**src/rtl/seq_chunk_adder_pkg.sv**
```systemverilog
// Shared definitions for the chunked sequential adder: FSM encoding, step math.
// Latency: n/a (package only).
// Backpressure: n/a (package only).
package seq_chunk_adder_pkg;

  typedef enum logic [1:0] {
    ST_IDLE = 2'd0,
    ST_RUN  = 2'd1,
    ST_DONE = 2'd2
  } state_t;

  // Number of clock steps needed to walk all WIDTH bits, CHUNK at a time.
  function automatic int calc_nsteps(input int width, input int chunk);
    return width / chunk;
  endfunction

  // Ceiling log2; returns the bit count needed to hold values 0..n-1.
  function automatic int clog2(input int n);
    int r;
    int v;
    r = 0;
    v = n - 1;
    while (v > 0) begin
      r = r + 1;
      v = v >> 1;
    end
    return r;
  endfunction

endpackage

```
**src/rtl/seq_chunk_adder_chunk_adder.sv**
```systemverilog
// CHUNK-bit ripple-carry adder slice built from full-adder bit cells.
// Latency: purely combinational.
// Backpressure: none.
// Ports: a, b (CHUNK-bit operands), ci (carry in) -> s (CHUNK-bit sum), co (carry out).
module chunk_adder #(
  parameter int CHUNK = 2
) (
  input  logic [CHUNK-1:0] a,
  input  logic [CHUNK-1:0] b,
  input  logic             ci,
  output logic [CHUNK-1:0] s,
  output logic             co
);

  logic [CHUNK:0] c;

  assign c[0] = ci;

  for (genvar i = 0; i < CHUNK; i++) begin : g_fa
    assign s[i]   = a[i] ^ b[i] ^ c[i];
    assign c[i+1] = (a[i] & b[i]) | (c[i] & (a[i] ^ b[i]));
  end

  assign co = c[CHUNK];

endmodule

```
**src/rtl/seq_chunk_adder.sv**
```systemverilog
// Multi-cycle adder: {C,S} = A + B + cin, CHUNK bits per clock, LSB chunk first.
// Latency: start accepted at edge k -> done high in the cycle after edge k+NSTEPS.
// Backpressure: start is ignored while busy; a new start is accepted in IDLE or the done cycle.
// Ports: clk, rst_n (async active-low), start, A, B, cin in; busy, done, S, C out.
module seq_chunk_adder
  import seq_chunk_adder_pkg::*;
#(
  parameter int WIDTH = 8,
  parameter int CHUNK = 2
) (
  input  logic             clk,
  input  logic             rst_n,
  input  logic             start,
  input  logic [WIDTH-1:0] A,
  input  logic [WIDTH-1:0] B,
  input  logic             cin,
  output logic             busy,
  output logic             done,
  output logic [WIDTH-1:0] S,
  output logic             C
);

  localparam int NSTEPS = calc_nsteps(WIDTH, CHUNK);
  localparam int STEP_W = clog2(NSTEPS + 1);
  localparam logic [STEP_W-1:0] LAST_STEP = STEP_W'(NSTEPS - 1);

  state_t            state_q, state_d;
  logic [WIDTH-1:0]  a_q, a_d;
  logic [WIDTH-1:0]  b_q, b_d;
  logic [WIDTH-1:0]  sum_q, sum_d;
  logic [WIDTH-1:0]  s_q, s_d;
  logic              carry_q, carry_d;
  logic              c_q, c_d;
  logic [STEP_W-1:0] step_q, step_d;

  logic [CHUNK-1:0]       chunk_s;
  logic                   chunk_co;
  // New chunk lands above the current sum; taking the top WIDTH bits is a
  // right shift that also works when CHUNK == WIDTH.
  logic [WIDTH+CHUNK-1:0] sum_shift;

  chunk_adder #(
    .CHUNK (CHUNK)
  ) u_chunk_adder (
    .a  (a_q[CHUNK-1:0]),
    .b  (b_q[CHUNK-1:0]),
    .ci (carry_q),
    .s  (chunk_s),
    .co (chunk_co)
  );

  assign sum_shift = {chunk_s, sum_q};

  always_comb begin
    state_d = state_q;
    a_d     = a_q;
    b_d     = b_q;
    sum_d   = sum_q;
    s_d     = s_q;
    carry_d = carry_q;
    c_d     = c_q;
    step_d  = step_q;
    busy    = 1'b0;
    done    = 1'b0;

    case (state_q)
      ST_IDLE, ST_DONE: begin
        done    = (state_q == ST_DONE);
        state_d = ST_IDLE;
        if (start) begin
          a_d     = A;
          b_d     = B;
          carry_d = cin;
          sum_d   = '0;
          step_d  = '0;
          state_d = ST_RUN;
        end
      end
      ST_RUN: begin
        busy    = 1'b1;
        a_d     = a_q >> CHUNK;
        b_d     = b_q >> CHUNK;
        sum_d   = sum_shift[WIDTH+CHUNK-1:CHUNK];
        carry_d = chunk_co;
        step_d  = step_q + 1'b1;
        if (step_q == LAST_STEP) begin
          s_d     = sum_shift[WIDTH+CHUNK-1:CHUNK];
          c_d     = chunk_co;
          state_d = ST_DONE;
        end
      end
      default: state_d = ST_IDLE;
    endcase
  end

  always_ff @(posedge clk or negedge rst_n) begin
    if (!rst_n) begin
      state_q <= ST_IDLE;
      a_q     <= '0;
      b_q     <= '0;
      sum_q   <= '0;
      s_q     <= '0;
      carry_q <= 1'b0;
      c_q     <= 1'b0;
      step_q  <= '0;
    end else begin
      state_q <= state_d;
      a_q     <= a_d;
      b_q     <= b_d;
      sum_q   <= sum_d;
      s_q     <= s_d;
      carry_q <= carry_d;
      c_q     <= c_d;
      step_q  <= step_d;
    end
  end

  assign S = s_q;
  assign C = c_q;

endmodule

```
**config.mk**
```make
export PLATFORM = sky130hd
export DESIGN_NAME = seq_chunk_adder
export DESIGN_NICKNAME = d
export VERILOG_FILES = /design/src/rtl/seq_chunk_adder_pkg.sv /design/src/rtl/seq_chunk_adder_chunk_adder.sv /design/src/rtl/seq_chunk_adder.sv
export SDC_FILE = /design/constraint.sdc
export NUM_CORES = 1
export LEC_CHECK = 0
export ABC_AREA = 1
export CORE_MARGIN = 5
export CORE_UTILIZATION = 30
export CTS_CLUSTER_SIZE = 16
export DETAILED_ROUTE_END_ITERATION = 10
export SLEW_MARGIN = 20
export SYNTH_ARGS = -nofsm -noshare
export SYNTH_HDL_FRONTEND = slang
export SYNTH_SLANG_ARGS = --single-unit
```
**constraint.sdc**
```tcl
create_clock -name clk -period 1.9 [get_ports clk]
set_clock_uncertainty 0.15 [all_clocks]
set_input_delay 0.19 -clock clk [delete_from_list [all_inputs] [get_ports clk]]
set_output_delay 0.19 -clock clk [all_outputs]
set_load 0.01 [all_outputs]
```
Yosys cells after proc, flatten, opt, wreduce, memory -nomap -nowiden

Index checks and enable logic that the tools add are counted.

Bits in registers: 39
Bits of input ports: 20
Output and inout bits: 11
Logic and storage cells: 44

$add $sub $neg: 1
Eq/ne operators: 5
Multiplexer cells: 15
Bitwise logic cells: 10
Reduce and logical (&&, ||, !) cells: 5

Operator list:

| cell                  | count |
|---|---|
| $pmux W8 S2           | 3 |
| $mux W8               | 3 |
| $pmux W3 S2           | 1 |
| $and A1 B1 Y1         | 4 |
| $mux W1               | 4 |
| $ne A2 B2 Y1 const B  | 2 |
| $pmux W2 S2           | 1 |
| $reduce_and A2 Y1     | 2 |
| $xor A1 B1 Y1         | 4 |
| $add A3 B1 Y3 const B | 1 |
| $eq A3 B2 Y1 const B  | 1 |
| $mux W3               | 1 |
| $eq A2 B1 Y1 const B  | 1 |
| $eq A2 B2 Y1 const B  | 1 |
| $logic_not A2 Y1      | 1 |
| $mux W2               | 1 |
| $or A1 B1 Y1          | 2 |
| $pmux W1 S2           | 1 |
| $reduce_bool A2 Y1    | 1 |
| $reduce_or A2 Y1      | 1 |

Logic depth before layout (Yosys ltp)

Gate-level depths: netlist of run 1.

Depth after elaboration: 6
Depth in mapped cells: 8
Mapped depth without buffers: 6

By module

A second synthesis of run 1 with hierarchy kept.

Cell total of the unflattened synthesis: 214
Area total of the unflattened synthesis: 1868.0 µm²

Modules (own cells, without submodules):

| module          | times used | cells an instance | area an instance (µm²) | seq. area each (µm²) |
|---|---|---|---|---|
| seq_chunk_adder | 1          | 204               | 1798.0                 | 925.9 |
| chunk_adder     | 1          | 10                | 70.1                   | 0.0 |

Worst setup path before layout of run 1

No wires, ideal clock.

Kind: reg-to-reg
From: register a_q[0]
To: register carry_q
Setup time: 117 ps
Arrival time: 1438 ps
Data required time: 1633 ps
Setup slack: 194 ps
Cell stages (with the launch flop): 7
Path buffers: 0
Clock period less this slack: 1706 ps
Cell sequence: dfrtp_1 > fa_1 > fa_1 > inv_1 > nand3_1 > nand3_1 > nand2_1

Word-level cells in the longest chain between the ends: 6
Elaborated cells on any way between the ends: 7
Classes of those cells: 1 x mux; 6 x bitwise

RTL lines:

| element                  | RTL line                          | RTL |
|---|---|---|
| start: declaration       | seq_chunk_adder.sv:28             | `logic [WIDTH-1:0] a_q, a_d;` |
| start signal: assignment | seq_chunk_adder.sv:99             | `a_q <= '0;` |
| start signal: assignment | seq_chunk_adder.sv:108            | `a_q <= a_d;` |
| $xor A1 B1 Y1            | seq_chunk_adder_chunk_adder.sv:21 | `assign c[i+1] = (a[i] & b[i]) \| (c[i] & (a[i] ^ b[i]));` |
| $and A1 B1 Y1            | seq_chunk_adder_chunk_adder.sv:21 |  |
| $or A1 B1 Y1 (*)         | seq_chunk_adder_chunk_adder.sv:21 |  |
| $and A1 B1 Y1 (*)        | seq_chunk_adder_chunk_adder.sv:21 |  |
| $or A1 B1 Y1 (*)         | seq_chunk_adder_chunk_adder.sv:21 |  |
| named net chunk_co       | seq_chunk_adder.sv:37             | `logic chunk_co;` |
| $pmux W1 S2 (*)          | seq_chunk_adder.sv:66             | `case (state_q)` |
| end signal: assignment   | seq_chunk_adder.sv:112            | `carry_q <= carry_d;` |
| end: declaration         | seq_chunk_adder.sv:32             | `logic carry_q, carry_d;` |

Mark *: on every way through the listed nets, which the timed path passes. The rest lies on a longest branch.
A chain may end at the register's enable or synchronous reset.

Worst setup path after layout of run 1

From: register state_q[0]
To: output busy

Word-level cells in the longest chain between the ends: 2

RTL lines:

| element                  | RTL line               | RTL |
|---|---|---|
| start: declaration       | seq_chunk_adder.sv:27  | `state_t state_q, state_d;` |
| start signal: assignment | seq_chunk_adder.sv:107 | `state_q <= state_d;` |
| $eq A2 B1 Y1             | seq_chunk_adder.sv:66  |  |
| $mux W1                  | seq_chunk_adder.sv:66  |  |
| end: declaration         | seq_chunk_adder.sv:17  | `output logic busy,` |

No other way between the ends.

==> metrics, run 1 <==
status finished clean; Final Hold Viols 0; Min-Delay Path Class input port to async pin; Seq/Total Area, Yosys between 50% and 60%; Yosys reg bits 37; r2r endpoint carry_q$_DFFE_PN0P_; clk buf depth 2; Via-to-Cell Ratio 4.242; Final nets 266; GRT Util Overall a little over a tenth; I/O Pins 31; reg2reg start a_q[0]$_DFFE_PN0P_; pin count of the biggest net entering global routing 38; P_int 2256 uW; initial core utilization 30.85%; Syn-to-layout area delta 25.84%; Root Buffer clkbuf_8; Finished Layout Cells 318; combinational power share 49.9%; Async S/R FF share, synth 100.0%; Core Rows 28; Syn Nets 230; Max-slew headroom 68.68%; Reg2Reg Depth 6; post-DP HPWL 2499 um; Vias 1,349; Inserted Clock Buffers 5; wire length per cell 11.26 um; drt total wl about 3600 um; pins over their slew limit 0; fill count 638; Slowest-stage cell, CP clkdlybuf4s50_1; Worst setup SP type flop; final instance area 2285 sq um; Synth Instances 206; Layout Utilization 38.82%; switching power 1603 uW; first-pass GRT wire length 6403 um; Max Cap Viol 0; Tcrit/Tclk final 95.37%; Sequential Power Share 36.2%; H-tree lvl count 2; port bufs 30; Hold-fix buffers, CTS 0; Core Region 5886 sq um; layout cells sized above 1 16.05%; initial antenna violation count 0; crit path time final 1812 ps; Synth cell types 20; Setup Crit Path Kind flop to primary output; Mapped Avg Cell Area slightly below 9 sq um; crit path cell chain inv_4 > nor2_8 > clkdlybuf4s50_1; Clk pin slew, worst setup/hold paths 70 ps; post-synth top area share 51.00%; crit end category primary output; area leader, netlist dfrtp_1; first-pass detailed-route iteration total 4; PostCTS Resize Cnt 2; top_reg_cell synth dfrtp_1; footprint of the multi-input gates between 600 and 700 sq um; worst slew pin tran 469.9 ps; Max VDD drop 0.5478 mV; Worst-Skew Late Latency just under 300 ps; DRC violation count after routing 0; setup TNS 0 ps; RePlAce Congestion 0.7519; CTS tree built; full die area 7707 sq um; Worst EP required approximately 1600 ps; FMAX 0.5519 GHz; Inserted Diodes 0; number of global-route vias before repair ~1,400; placed insts 310; PwrDens 1689 nW/um^2; Post-DP Area 2193 sq um; Worst EP arrival between 1000 and 1500 ps; YS warnings 0; synth top area cells dfrtp_1, nand2_1, inv_1; Leakage Power 0.001182 uW; setup repair bufs after CTS 0; RSZ-0062 raised after global routing false; grt total ovfl 0; R2R Setup Slk 150 ps; crit path max fanout 6; sw frac 41.55%; Die Span Y 87.79 um; final setup vio count 0; max incr delay on CP 540 ps; number of flops mapped to enable cells by yosys 0; Final ANT Viol Nets 0; Reg area 928.4 sq um; DRT iter0 DRCs 46; mapped cell area between 1500 and 2000 sq um; DIE WIDTH approximately 88 um; Clk pwr share between 10% and 20%; CTS sink count 37
-- power groups by stage --
| stage | clock network [uW] | logic, uW | registers, uW |
|---|---|---|---|
| finish | 539 | 1920 | 1390 |
| global placement | 0 | 1940 | 1390 |
| detailed placement | 0 | 1960 | 1410 |
| global route | 602 | 2230 | 1440 |
| CTS | 561 | 1970 | 1400 |
| floorplan | 0 | 1440 | 1380 |
-- flip-flops by register name, summed over array words and instances, names as in the netlist --
name / cells
b_q: 8
step_q: 3
sum_q: 6
carry_q: 1
a_q: 8
S: 8
C: 1
state_q: 2
-- cell families after synthesis --
group           Yosys count  share of synthesized area, %
compound gates           20                         8.201
fa+ha+maj                 4                         3.584
buf+inv                  46                         12.06
flops                    37                         51.00
simple gates             99                         25.16
-- routing by layer --
layer	global-route usage (%)	vias to the layer above	share of wire, %	routed length, um
met5	0	-	0	0
met2	16.71	29	43	1544
met4	5.021	0	1.0	37
li1	-	697	-	-
met3	4.045	4	6.8	243
met1	13.40	619	49	1756
-- critical path: cells and delay by family, from the launching register on --
kind / cells / cell delay (ps)
DFF: 1 / 490
buffers and inverters: 2 / 620
and+or+nand+nor: 1 / 80
-- placed cells by master, fill, tap and decap left out, types with 2 or more instances in the layout --
cell,instances
clkdlybuf4s50_1,29
fa_1,2
buf_4,7
clkinv_2,2
nand3_1,26
nand2_1,65
dfrtp_2,2
dfrtp_1,35
nand2_4,2
inv_1,35
nor2_1,2
ha_1,2
clkbuf_8,5
inv_4,3
o21ai_2,13
o21ai_0,6
-- worst max-delay path by stage --
stage / cells past startpoint / to / slack [ps] / start
2_1_floorplan: 6 / carry_q$_DFFE_PN0P_ / 190 / a_q[0]$_DFFE_PN0P_
3_5_place_dp: 6 / carry_q$_DFFE_PN0P_ / 140 / a_q[0]$_DFFE_PN0P_
5_1_grt: 3 / busy / 6 / state_q[0]$_DFFE_PN0P_
4_1_cts: 3 / done / 5 / state_q[1]$_DFFE_PN0P_
6_report: 3 / busy / 90 / state_q[0]$_DFFE_PN0P_
3_3_place_gp: 6 / carry_q$_DFFE_PN0P_ / 160 / a_q[0]$_DFFE_PN0P_
-- cells in the mapped netlist, types with 2 or more instances --
cell / n
buf_4: 2
buf_6: 4
dfrtp_1: 37
fa_1: 2
ha_1: 2
inv_1: 35
inv_4: 3
nand2_1: 65
nand2_4: 2
nand3_1: 26
nor2_1: 2
o21ai_0: 6
o21ai_2: 13
-- per-stage QoR --
step	total power, uW	hold WS (ps)	setup slack (ps)
detailed placement	3374	314.9	139.5
floorplan	2825	-255.6	194.4
finish	3859	169.3	88.05
global placement	3330	307.8	161.2
CTS	3933	185.8	5.439
global route	4280	216.7	6.062
-- area by class of cell --
type                            count  share of cell area, %
Clock buffer                        5                  3.012
Clock inverter                      3                 0.7667
Inverter                           38                  6.572
Multi-Input combinational cell    123                  29.35
Sequential cell                    37                  40.64
Tap cell                           75                  4.107
Timing Repair Buffer               37                  15.55
Note: power is estimated with default switching activity, not from simulation.
==> run 2: changes to the inputs <==
--- a/config.mk
+++ b/config.mk
@@ -8,6 +8,7 @@
 export ABC_AREA = 1
 export CORE_MARGIN = 5
 export CORE_UTILIZATION = 30
+export CTS_CLUSTER_DIAMETER = 40
 export CTS_CLUSTER_SIZE = 16
 export DETAILED_ROUTE_END_ITERATION = 10
 export SLEW_MARGIN = 20
==> results of run 2 <==
The final DEF is identical to that of run 1; final timing and power are the same.
==> run 3: changes to the inputs <==
--- a/config.mk
+++ b/config.mk
@@ -6,7 +6,7 @@
 export NUM_CORES = 1
 export LEC_CHECK = 0
 export ABC_AREA = 1
-export CORE_MARGIN = 5
+export CORE_MARGIN = 3
 export CORE_UTILIZATION = 30
 export CTS_CLUSTER_DIAMETER = 40
 export CTS_CLUSTER_SIZE = 16
==> metrics, run 3 (same netlist as run 1, synthesis figures left out) <==
crit path from state_q[1]$_DFFE_PN0P_; GRT Util Overall 11.05%; Tcrit/Tclk final 97.02%; status finished clean; Final ANT Viol Nets 0; Worst Setup EP busy; Inserted Diodes 0; clk buf depth 2; RePlAce Congestion 0.7515; Hold-fix buffers, CTS 0; worst slew pin tran 470.9 ps; Vias approximately 1,400; Max-slew headroom 68.61%; grt total ovfl 0; initial core utilization approximately a third; Die Span Y about 84 um; wire length per cell 11.43 um; FMAX 0.5425 GHz; setup TNS 0 ps; Final Hold Viols 0; crit path time final 1843 ps; crit end category primary output; first-pass GRT wire length ~6400 um; Reg2Reg Depth 6; Via-to-Cell Ratio 4.375; pin count of the biggest net entering global routing 38; Worst-Skew Late Latency 280 ps; R2R Setup Slk 110 ps; crit path max fanout 2; Final nets 266; I/O Pins 31; full die area between 7000 and 8000 sq um; Core Rows 27; Root Buffer clkbuf_8; CTS tree built; Slowest-stage cell, CP clkdlybuf4s50_1; Worst EP arrival 1500 ps; Leakage Power 0.001168 uW; DRC violation count after routing 0; initial antenna violation count 0; Max VDD drop roughly 0.66 mV; final setup vio count 0; Worst setup SP type flop; Min-Delay Path Class input port to async pin; first-pass detailed-route iteration total 4; Inserted Clock Buffers 5; Clk pin slew, worst setup/hold paths 80 ps; H-tree lvl count 2; DRT iter0 DRCs 79; post-DP HPWL 2474 um; r2r endpoint carry_q$_DFFE_PN0P_; reg2reg start a_q[0]$_DFFE_PN0P_; port bufs 30; drt total wl roughly 3600 um; max incr delay on CP 530 ps; commonest non-fill, non-tap cell in the layout nand2_1; number of global-route vias before repair around 1,400; DIE WIDTH 83.79 um; commonest cells after routing, fill and taps aside nand2_1, dfrtp_1, inv_1, clkdlybuf4s50_1, nand3_1; Max Cap Viol 0; Syn-to-layout area delta 25.98%; crit path cell chain buf_12 > nor2_8 > clkdlybuf4s50_1; WHS between 150 and 200 ps; PwrDens 1702 nW/um^2; pins over their slew limit 0; Core Region roughly 5700 sq um; layout cells sized above 1 between 10% and 20%; Setup Crit Path Kind flop to primary output; Worst EP required about 1600 ps; CTS sink count 37
run 3: cell types whose count changed in the layout (fill, tap and decap cells not counted), sizes merged:
cell / change
clkbuf: +1
clkdlybuf4s50: +1
clkinvlp: -1
dlymetal6s2s: -1
run 3: repair_timing:
item,in CTS,in global routing
buffers inserted,0,1
gates resized for setup,2,1
endpoints found under the setup margin,2,2
gates cloned,0,0
endpoints found under the hold margin,0,0
run 3: cell type report:
cell class              instances  area (sq um)
multi-input cells             123         670.6
repair buffers                 37         365.4
flip-flops and latches         37         928.4
inverters                      38         150.1
clock inverters                 2         10.01
fillers                       599          3388
well taps                      72         90.09
clock buffers                   6         72.57
run 3: metal layers:
| metal | global-route usage [%] | vias to the layer above | part of all wire, % |
|---|---|---|---|
| met5 | 0 | - | 0 |
| met4 | 2.193 | 0 | 0.39 |
| met3 | 3.356 | 2 | 5.7 |
| met2 | 17.35 | 38 | 46 |
| met1 | 15.13 | 644 | 48 |
| li1 | - | 694 | - |
run 3: worst min path at each step:
stage	start	end	slack (ps)	cells after the start
2_1_floorplan	rst_n	C$_DFFE_PN0P_	-260	0
3_3_place_gp	step_q[1]$_DFFE_PN0P_	step_q[1]$_DFFE_PN0P_	310	2
3_5_place_dp	a_q[5]$_DFFE_PN0P_	a_q[5]$_DFFE_PN0P_	320	2
4_1_cts	rst_n	S[0]$_DFFE_PN0P_	200	2
5_1_grt	rst_n	S[0]$_DFFE_PN0P_	240	2
6_report	rst_n	S[1]$_DFFE_PN0P_	180	2
run 3: per-stage QoR:
| step | setup slack, ps | utilization [%] | total power (uW) | cell area (sq um) | std cells |
|---|---|---|---|---|---|
| finish | 56.68 | 40.30 | 3893 | 2287 | 315 |
| global route | -3.255 | 40.30 | 4292 | 2287 | 315 |
| CTS | 15.69 | 39.95 | 3922 | 2267 | 314 |
| detailed placement | 92.90 | 38.45 | 3368 | 2182 | 306 |
| global placement | 160.0 | 38.45 | 3311 | 2182 | 306 |
| floorplan | 194.4 | - | 2825 | 1815 | 206 |
run 3: report_power, final:
group          total [uW]  leakage [uW]  switching [uW]  internal (uW)
logic                1960      0.000661            1110            853
clock network         535     0.0000450             280            255
registers            1400      0.000462             228           1170
run 3: worst max-delay path, delay by kind of cell, from the launching register on:
kind                   cells  cell delay [ps]
DFF                        1              450
buffers and inverters      2              670
and+or+nand+nor            1              100
